==> src/rtl/sign_pkg.sv <==
// -----------------------------------------------------------------------------
// sign_pkg
// Shared definitions for the sign_extend / sign_narrow_pack pair.
// HALF_W   : width of a narrowed halfword lane
// half_t   : halfword type used by both directions of the conversion
// HALF_MAX : largest positive halfword (saturation target for positive words)
// HALF_MIN : most negative halfword (saturation target for negative words)
// -----------------------------------------------------------------------------
package sign_pkg;

  localparam int HALF_W = 16;

  typedef logic [HALF_W-1:0] half_t;

  localparam half_t HALF_MAX = 16'h7FFF;
  localparam half_t HALF_MIN = 16'h8000;

endpackage

==> src/rtl/sign_narrow.sv <==
// -----------------------------------------------------------------------------
// sign_narrow
// Combinational WIDTH -> 16-bit narrowing of one signed word, plus an overflow
// flag raised when the word does not fit in a signed halfword.
//
// Build option: NARROW_SAT_EN
//   defined   : overflowing words clamp to HALF_MAX / HALF_MIN
//   undefined : overflowing words are truncated to in_data[15:0]
// Overflow detection is identical in both builds.
//
// Ports
//   in_data  in   WIDTH  signed input word
//   narrow   out  16     narrowed halfword
//   ovf      out  1      word does not fit in 16 signed bits
// -----------------------------------------------------------------------------
module sign_narrow
  import sign_pkg::*;
#(
  parameter int WIDTH = 32
) (
  input  logic signed [WIDTH-1:0] in_data,
  output half_t                   narrow,
  output logic                    ovf
);

  // A word fits in a signed halfword exactly when bits [WIDTH-1:15] are all
  // copies of the same bit (all zeros or all ones).
  logic [WIDTH-HALF_W:0] upper;

  assign upper = in_data[WIDTH-1:HALF_W-1];
  assign ovf   = !((&upper) || !(|upper));

`ifdef NARROW_SAT_EN
  function automatic half_t saturate(input logic neg);
    return neg ? HALF_MIN : HALF_MAX;
  endfunction

  assign narrow = ovf ? saturate(in_data[WIDTH-1]) : in_data[HALF_W-1:0];
`else
  assign narrow = in_data[HALF_W-1:0];
`endif

endmodule

==> src/rtl/sign_narrow_pack.sv <==
// -----------------------------------------------------------------------------
// sign_narrow_pack
// Streaming narrowing packer. Each accepted WIDTH-bit signed word is narrowed
// to a halfword and placed in the next lane of an accumulator; when the last
// lane is filled (or the word carries in_flush) the accumulator is moved into
// the output register together with the number of valid lanes. Lane 0 sits in
// bits [15:0]; lanes beyond out_count are zero.
//
// Build option: NARROW_SAT_EN (see sign_narrow) selects saturation instead of
// truncation for overflowing words.
//
// Ports
//   clk        in   1        clock, rising edge
//   rst_n      in   1        asynchronous active-low reset
//   in_valid   in   1        input word valid
//   in_ready   out  1        input accepted when in_valid && in_ready
//   in_data    in   WIDTH    signed input word
//   in_flush   in   1        with in_valid: this word closes the current pack
//   out_valid  out  1        packed word valid
//   out_ready  in   1        consumer accepts packed word
//   out_data   out  WIDTH    packed halfwords
//   out_count  out  COUNT_W  number of valid lanes (1..LANES)
//   clr_cnt    in   1        synchronous clear of ovf_count (wins over increment)
//   ovf_count  out  CNT_W    accepted overflowing words, saturating
// -----------------------------------------------------------------------------
module sign_narrow_pack
  import sign_pkg::*;
#(
  parameter  int WIDTH   = 32,
  parameter  int CNT_W   = 16,
  localparam int LANES   = WIDTH / HALF_W,
  localparam int COUNT_W = $clog2(LANES + 1)
) (
  input  logic                    clk,
  input  logic                    rst_n,
  input  logic                    in_valid,
  output logic                    in_ready,
  input  logic signed [WIDTH-1:0] in_data,
  input  logic                    in_flush,
  output logic                    out_valid,
  input  logic                    out_ready,
  output logic [WIDTH-1:0]        out_data,
  output logic [COUNT_W-1:0]      out_count,
  input  logic                    clr_cnt,
  output logic [CNT_W-1:0]        ovf_count
);

  localparam int IDX_W = $clog2(LANES);

  logic [WIDTH-1:0] acc;
  logic [IDX_W-1:0] idx;
  logic [WIDTH-1:0] acc_next;
  half_t            narrow;
  logic             ovf;
  logic             accept;
  logic             close_pack;

  sign_narrow #(
    .WIDTH (WIDTH)
  ) u_narrow (
    .in_data (in_data),
    .narrow  (narrow),
    .ovf     (ovf)
  );

  // The output register can take a new pack whenever it is empty or being
  // drained this cycle, so a full pack never stalls with out_ready high.
  assign in_ready   = !out_valid || out_ready;
  assign accept     = in_valid && in_ready;
  assign close_pack = (idx == IDX_W'(LANES - 1)) || in_flush;

  // Accumulator with the incoming halfword dropped into lane idx. Lanes above
  // idx are still zero because the accumulator is cleared after every pack.
  always_comb begin
    acc_next = acc;
    acc_next[idx*HALF_W +: HALF_W] = narrow;
  end

  // ---- accept stage: lane fill, pack hand-off, overflow counting ----
  always_ff @(posedge clk or negedge rst_n) begin
    if (!rst_n) begin
      acc       <= '0;
      idx       <= '0;
      out_valid <= 1'b0;
      out_data  <= '0;
      out_count <= '0;
      ovf_count <= '0;
    end else begin
      if (out_valid && out_ready) begin
        out_valid <= 1'b0;
      end

      if (accept) begin
        if (close_pack) begin
          out_data  <= acc_next;
          out_count <= COUNT_W'(idx) + COUNT_W'(1);
          out_valid <= 1'b1;
          idx       <= '0;
          acc       <= '0;
        end else begin
          acc <= acc_next;
          idx <= idx + IDX_W'(1);
        end
      end

      if (clr_cnt) begin
        ovf_count <= '0;
      end else if (accept && ovf && (ovf_count != {CNT_W{1'b1}})) begin
        ovf_count <= ovf_count + CNT_W'(1);
      end
    end
  end

endmodule

==> config.mk <==
export PLATFORM = sky130hd
export DESIGN_NAME = sign_narrow_pack
export DESIGN_NICKNAME = d
export VERILOG_FILES = /design/src/rtl/sign_pkg.sv /design/src/rtl/sign_narrow.sv /design/src/rtl/sign_narrow_pack.sv
export SDC_FILE = /design/constraint.sdc
export NUM_CORES = 1
export LEC_CHECK = 0
export ABC_AREA = 1
export CAP_MARGIN = 40
export CORE_ASPECT_RATIO = 2
export CORE_MARGIN = 3
export CORE_UTILIZATION = 45
export DETAILED_ROUTE_END_ITERATION = 7
export GPL_ROUTABILITY_DRIVEN = 1
export PLACE_DENSITY = 0.69
export RECOVER_POWER = 25
export SYNTH_ARGS = -nofsm -noshare
export SYNTH_HDL_FRONTEND = slang
export SYNTH_SLANG_ARGS = --single-unit
==> constraint.sdc <==
create_clock -name clk -period 2.2 [get_ports clk]
set_clock_uncertainty 0.1 [all_clocks]
set_input_delay 0.44 -clock clk [delete_from_list [all_inputs] [get_ports clk]]
set_output_delay 0.44 -clock clk [all_outputs]
set_load 0.05 [all_outputs]
==> impl_metrics.csv, run 1 <==
group,metric,value,unit
grt,grt.overflow.total,0,
clocking,cts_tree,"yes",
power_and_ir_drop,pwr-share-seq,36.7,%
critical_path,cp-start-kind,"flip-flop",
critical_path,slowest_delay,840,ps
job,max_cap_violations,0,
clocking,htreeDepth,3,
critical_path,cp.buffers_inverters,1,
finish,finalNetCount,670,
sta,fin_crit_sh,97.9,%
route,wire_per_inst,14.8,um
clocking,clock_sinks,84,
floorplan,initial_core_util,46.8,%
clocking,clockRootBuffer,"clkbuf_16",
critical_path,path_delay_family,"buffers and inverters",
floorplan,rows,49,
placement,placedCellCount,721,
route,ant_nets,0,
logic_synthesis,async_flop_share,100,%
logic_synthesis,synth_largest_area_cell,"dfrtp_1",
logic_synthesis,synth_edf_count,0,
clocking,clk_pin_slew_worst_paths,60,ps
power_and_ir_drop,p_int,0.00336,W
logic_synthesis,syn_avg_cell_area,7.85,um^2
logic_synthesis,ys_seq_area_share,49.1,%
power_and_ir_drop,ir_drop,757,uV
sta,rsz0062_at_grt,"no",
power_and_ir_drop,p_sw_share,36.2,%
floorplan,dieArea,10800,um^2
floorplan,die_h,144,um
route,vias_per_cell,5.18,
floorplan,pin_count,90,
clocking,cts_max_path_buffers,2,
logic_synthesis,synthCells,545,
route,drcViolationCount,0,
finish,final_cells,738,
power_and_ir_drop,power_switching,0.00190,W
route,via_count,3820,
critical_path,cp.required,1660,ps
grt,antenna_found_initial,0,
sta,relSlewSlack,30.5,%
power_and_ir_drop,clock_power_share,30.4,%
sta,maxSlewViolCount,0,
finish,antenna_cells,0,
sta,post-route-min-period,2150,ps
sta,setup_viol,0,
placement,portBuffers,89,
critical_path,cp_data_arrival_time,1610,ps
power_and_ir_drop,leakage,2.90,nW
clocking,cts_buffers,9,
grt,grt_usage,21.6,%
logic_synthesis,synth.area.top_cells,"dfrtp_1 49%, nand2_1 20%, nand3_1 6.3%, inv_1 3.2%, nand3_2 2.8%",
route,drt_wl_total,10900,um
finish,syn_to_final_growth,30.7,%
power_and_ir_drop,power.density,942,nW/um^2
sta,worstMarginPinSlew,1040,ps
placement,globalplace.congestion,0.822,
logic_synthesis,synth_commonest_cells,"231 x nand2_1, 84 x dfrtp_1, 54 x nand3_1, 36 x inv_1, 25 x nor2_1",
clocking,cts_setup_buffers,0,
logic_synthesis,synth_warnings,0,
power_and_ir_drop,power,0.00526,W
route,drt_pass1_iterations,4,
sta,max_freq,464,MHz
power_and_ir_drop,combPwrFrac,32.9,%
logic_synthesis,mappedNetlistArea,4280,um^2
critical_path,slowest_stage,"clkdlybuf4s50_1",
grt,grt_pass1_wl,18000,um
logic_synthesis,ys_types,32,
floorplan,die_x,74.9,um
grt,grt_pass1_vias,3852,
sta,fin_hold_ws,370,ps
logic_synthesis,yosysTopAreaCellShare,49.1,%
worst_hold_path,hp-class,"reg -> reg",
logic_synthesis,yosys_most_used_dff,"dfrtp_1",
critical_path,cp-end-kind,"output pin",
placement,post-dp-hpwl,7990,um
finish,drive_gt1_share,9.12,%
clocking,insertion_delay,330,ps
finish,fill_cells,834,
critical_path,cp_max_fo,5,
logic_synthesis,syn_nets,584,
finish,post-route-util,61.2,%
grt,grt_max_degree,43,
route,dr.first_iter.drc_count,159,
critical_path,path_cells,"clkdlybuf4s50_1",
floorplan,core_area,9140,um^2
critical_path,path_class,"reg -> out",
status,status,"completed",
logic_synthesis,synthMostInstantiatedCell,"nand2_1",
sta,hold_viol_final,0,
logic_synthesis,synth-seq-cells,84,
-- flip-flops by register name (all words and copies together), names as in the netlist --
name / flops
out_data: 32
ovf_count: 16
idx: 1
acc: 32
out_valid: 1
out_count: 2
-- power groups by stage --
stage | Clock, W | Combinational, W | Sequential, W
finish | 0.00160 | 0.00173 | 0.00193
global route | 0.00171 | 0.00186 | 0.00196
CTS | 0.00164 | 0.00175 | 0.00194
detailed placement | 0 | 0.00174 | 0.00196
global placement | 0 | 0.00172 | 0.00195
floorplan | 0 | 0.000514 | 0.00255
-- final timing paths --
path | from | end | slack (ps) | cells after the start
setup / recovery | ovf_count[10] | ovf_count[10] | 50 | 1
hold / removal | out_data[2] | out_data[2] | 370 | 2
setup reg to reg | ovf_count[0] | ovf_count[3] | 240 | 8
hold reg to reg | out_data[2] | out_data[2] | 370 | 2
max in group asynchronous | rst_n | acc[6] | 360 | 3
min in group asynchronous | rst_n | ovf_count[11] | 710 | 2
-- per-layer routing --
layer | wire (um) | share of wire [%] | vias up | track usage, %
li1 | - | - | 1884 | -
met1 | 4130 | 38 | 1809 | 24.6
met2 | 6030 | 55 | 107 | 37.9
met3 | 456 | 4.2 | 20 | 4.06
met4 | 317 | 2.9 | 0 | 9.57
met5 | 0 | 0 | - | 0
-- cells by family (layout without fill, tap and decap cells) --
family                     count (synthesis)  count (layout)  share of synthesized area [%]
xor gates and xnor gates                  13              13                           2.66
AOI/OAI and AO/OA                         41              41                           5.03
adders and majority gates                  1               1                          0.292
DFF                                       84              84                           49.1
buffers and inverters                     65             156                           6.99
and+or+nand+nor                          341             341                           35.9
-- timing repair --
item | 4_1_cts | 5_1_grt
hold buffers | 1 | 0
hold endpoints to repair | 15 | 0
resized for setup | 0 | 8
setup endpoints to repair | 0 | 8
-- tightest hold or removal path, delay by kind of cell (launching register included) --
kind,cells,cell delay (ps)
flops,1,340
simple gates,2,100
-- cell type report --
cell class | count | area (um^2) | share of cell area, %
inverters | 41 | 166 | 2.98
repair buffers | 99 | 997 | 17.8
multi-input cells | 396 | 1880 | 33.6
well taps | 102 | 128 | 2.28
flip-flops and latches | 84 | 2100 | 37.6
clock inverters | 4 | 72.6 | 1.30
clock buffers | 12 | 246 | 4.41
-- layout by cell type, fill, tap and decap left out --
| cell | n |
|---|---|
| nand2_1 | 231 |
| dfrtp_1 | 84 |
| clkdlybuf4s50_1 | 76 |
| nand3_1 | 54 |
| inv_1 | 36 |
| nor2_1 | 25 |
| o21ai_0 | 20 |
| o21ai_1 | 14 |
| nand3_2 | 12 |
| xor2_1 | 12 |
| buf_4 | 11 |
| clkbuf_16 | 9 |
| dlymetal6s2s_1 | 8 |
| o22ai_1 | 6 |
| nor2_4 | 5 |
| inv_2 | 4 |
| nor3_1 | 3 |
| nor2_2 | 3 |
| clkbuf_1 | 3 |
| nand2_4 | 2 |
| bufinv_16 | 2 |
| buf_12 | 2 |
| o21a_1 | 1 |
| nor3b_4 | 1 |
| or2_1 | 1 |
| nand2_2 | 1 |
| nand4_1 | 1 |
| nand4_2 | 1 |
| nand4_4 | 1 |
| xnor2_1 | 1 |
| clkinv_8 | 1 |
| ha_1 | 1 |
| clkbuf_8 | 1 |
| clkinvlp_4 | 1 |
| clkinv_2 | 1 |
| dlygate4sd3_1 | 1 |
-- metrics by stage --
stage	worst slack, ps	setup TNS, ps	cell area [um^2]
2_1_floorplan	285	0	4280
3_3_place_gp	13.1	0	5240
3_5_place_dp	-62.2	-182	5240
4_1_cts	6.37	0	5570
5_1_grt	3.23	0	5590
6_report	46.5	0	5590
No activity file was read; power rests on OpenSTA's default activity.
==> run 2: changes to the inputs <==
Settings changed: GPL_TIMING_DRIVEN set to 0.
==> run 2 against run 1 <==
  * Die area did not move
  * Non-clock buffer count rose by 16
  * Routed wire length rose by 6.6%
  * Final area rose by 1.5%
  * Setup slack improved by 7.7 ps
  * Cell count rose by 2.2%
  * Critical path depth did not move
  * Largest power group unchanged
  * Clock power rose by 8%
==> impl_metrics.csv, run 2 (synthesis gave the netlist of run 1 again) <==
group,metric,value,unit
status,status,"completed",
clocking,cts_tree,"yes",
floorplan,core_area,9140,um^2
critical_path,cp-start-kind,"flip-flop",
grt,grt_pass1_vias,4006,
critical_path,path_class,"reg -> out",
sta,post-route-min-period,2150,ps
route,ant_nets,0,
sta,hold_viol_final,0,
clocking,clockRootBuffer,"clkbuf_16",
finish,post-route-util,62.1,%
worst_hold_path,worstHoldStart,"out_data[15]",
floorplan,die_x,74.9,um
finish,final_common_cell,"nand2_1",
power_and_ir_drop,p_int,0.00346,W
clocking,cts_setup_buffers,0,
placement,portBuffers,89,
finish,syn_to_final_growth,32.7,%
power_and_ir_drop,leakage,2.95,nW
finish,finalNetCount,686,
critical_path,cp-end-kind,"output pin",
clocking,cts_max_path_buffers,2,
critical_path,worstReg2RegStart,"ovf_count[0]",
route,via_count,3944,
worst_hold_path,whs_path_depth,2,
critical_path,r2r_setup_slack,430,ps
placement,globalplace.congestion,0.928,
sta,rsz0062_at_grt,"no",
finish,antenna_cells,0,
grt,grt.overflow.total,0,
worst_hold_path,hold_end,"out_data[15]",
clocking,htreeDepth,3,
power_and_ir_drop,clock_power_share,31.8,%
critical_path,slowest_stage,"clkdlybuf4s50_1",
route,drt_wl_total,11700,um
sta,max_freq,466,MHz
grt,grt_usage,23.1,%
sta,worstMarginPinSlew,992,ps
power_and_ir_drop,combPwrFrac,32.5,%
power_and_ir_drop,p_sw_share,36.2,%
floorplan,pin_count,90,
sta,relSlewSlack,33.8,%
floorplan,rows,49,
floorplan,initial_core_util,46.8,%
grt,grt_max_degree,48,
power_and_ir_drop,power,0.00543,W
critical_path,rr_worst_depth,9,
sta,setup_viol,0,
critical_path,cp_max_fo,5,
critical_path,cp.buffers_inverters,1,
finish,top_regs,"acc: 32 flops, out_data: 32 flops, ovf_count: 16 flops",
critical_path,path_cells,"clkdlybuf4s50_1",
clocking,insertion_delay,340,ps
route,dr.first_iter.drc_count,256,
clocking,cts_buffers,9,
critical_path,cp_data_arrival_time,1610,ps
power_and_ir_drop,pwr-share-seq,35.6,%
sta,maxSlewViolCount,0,
job,max_cap_violations,0,
critical_path,slowest_delay,830,ps
route,drt_pass1_iterations,4,
power_and_ir_drop,power_switching,0.00197,W
finish,drive_gt1_share,9.66,%
grt,antenna_found_initial,0,
route,drcViolationCount,0,
critical_path,path_delay_family,"buffers and inverters",
clocking,clock_sinks,84,
floorplan,die_h,144,um
worst_hold_path,hp-class,"reg -> reg",
grt,grt_pass1_wl,18900,um
sta,fin_crit_sh,97.5,%
floorplan,dieArea,10800,um^2
clocking,clk_pin_slew_worst_paths,60,ps
power_and_ir_drop,ir_drop,552,uV
sta,fin_hold_ws,371,ps
route,wire_per_inst,15.5,um
placement,post-dp-hpwl,8930,um
finish,final_cells,754,
placement,placedCellCount,737,
critical_path,cp.required,1660,ps
finish,final_cell_mix,"231 x nand2_1, 84 x dfrtp_1, 78 x clkdlybuf4s50_1",
critical_path,r2r-end,"ovf_count[14]",
route,vias_per_cell,5.23,
power_and_ir_drop,power.density,956,nW/um^2
[run 2: cell count changes in the layout (fill, tap and decap cells not counted), sizes merged]
cell	change
clkinvlp	+2
clkbuf	+8
dlygate4sd2	+1
bufinv	+1
clkinv	-1
buf	+2
dlymetal6s2s	+1
clkdlybuf4s50	+2
[run 2: area by class of cell]
type | instances | area (um^2)
Buffer | 24 | 133
Tap cell | 102 | 128
Multi-Input combinational cell | 396 | 1880
Clock buffer | 10 | 229
Fill cell | 833 | 3460
Inverter | 41 | 166
Sequential cell | 84 | 2100
Timing Repair Buffer | 91 | 928
Clock inverter | 6 | 113
[run 2: repair_timing]
item,CTS,global route
endpoints found under the setup margin,1,9
hold endpoints to repair,14,0
hold buffers,1,0
gates resized for setup,1,9
[run 2: routing by layer]
layer | routed length (um) | vias to the layer above | share of wire (%) | track usage (%)
met3 | 437 | 38 | 3.7 | 4.97
li1 | - | 1923 | - | -
met1 | 4280 | 1857 | 37 | 24.4
met4 | 480 | 0 | 4.1 | 11.6
met2 | 6470 | 126 | 55 | 41.4
met5 | 0 | - | 0 | 0
[run 2: stage by stage]
| stage | setup TNS, ps | worst slack (ps) | area [um^2] |
|---|---|---|---|
| 2_1_floorplan | 0 | 285 | 4280 |
| 3_3_place_gp | -208740 | -2490 | 5300 |
| 3_5_place_dp | -371 | -173 | 5320 |
| 4_1_cts | 0 | 7.31 | 5670 |
| 5_1_grt | 0 | 0.690 | 5680 |
| 6_report | 0 | 54.2 | 5680 |
[run 2: worst max path at each step]
stage | startpoint | to | slack [ps] | cells after the start
global placement | rst_n | out_data[9] | -2490 | 1
detailed placement | out_ready | in_ready | -170 | 4
CTS | ovf_count[5] | ovf_count[5] | 7 | 1
floorplan | ovf_count[0] | ovf_count[9] | 280 | 9
global route | ovf_count[11] | ovf_count[11] | 0.7 | 1
finish | ovf_count[12] | ovf_count[12] | 50 | 1
[run 2: power by group through the flow]
stage	clock, W	combinational, W	sequential, W
final	0.00173	0.00177	0.00193
after global routing	0.00182	0.00189	0.00196
after CTS	0.00176	0.00178	0.00193
after detailed placement	0	0.00178	0.00196
after global placement	0	0.00175	0.00195
after floorplan	0	0.000514	0.00255
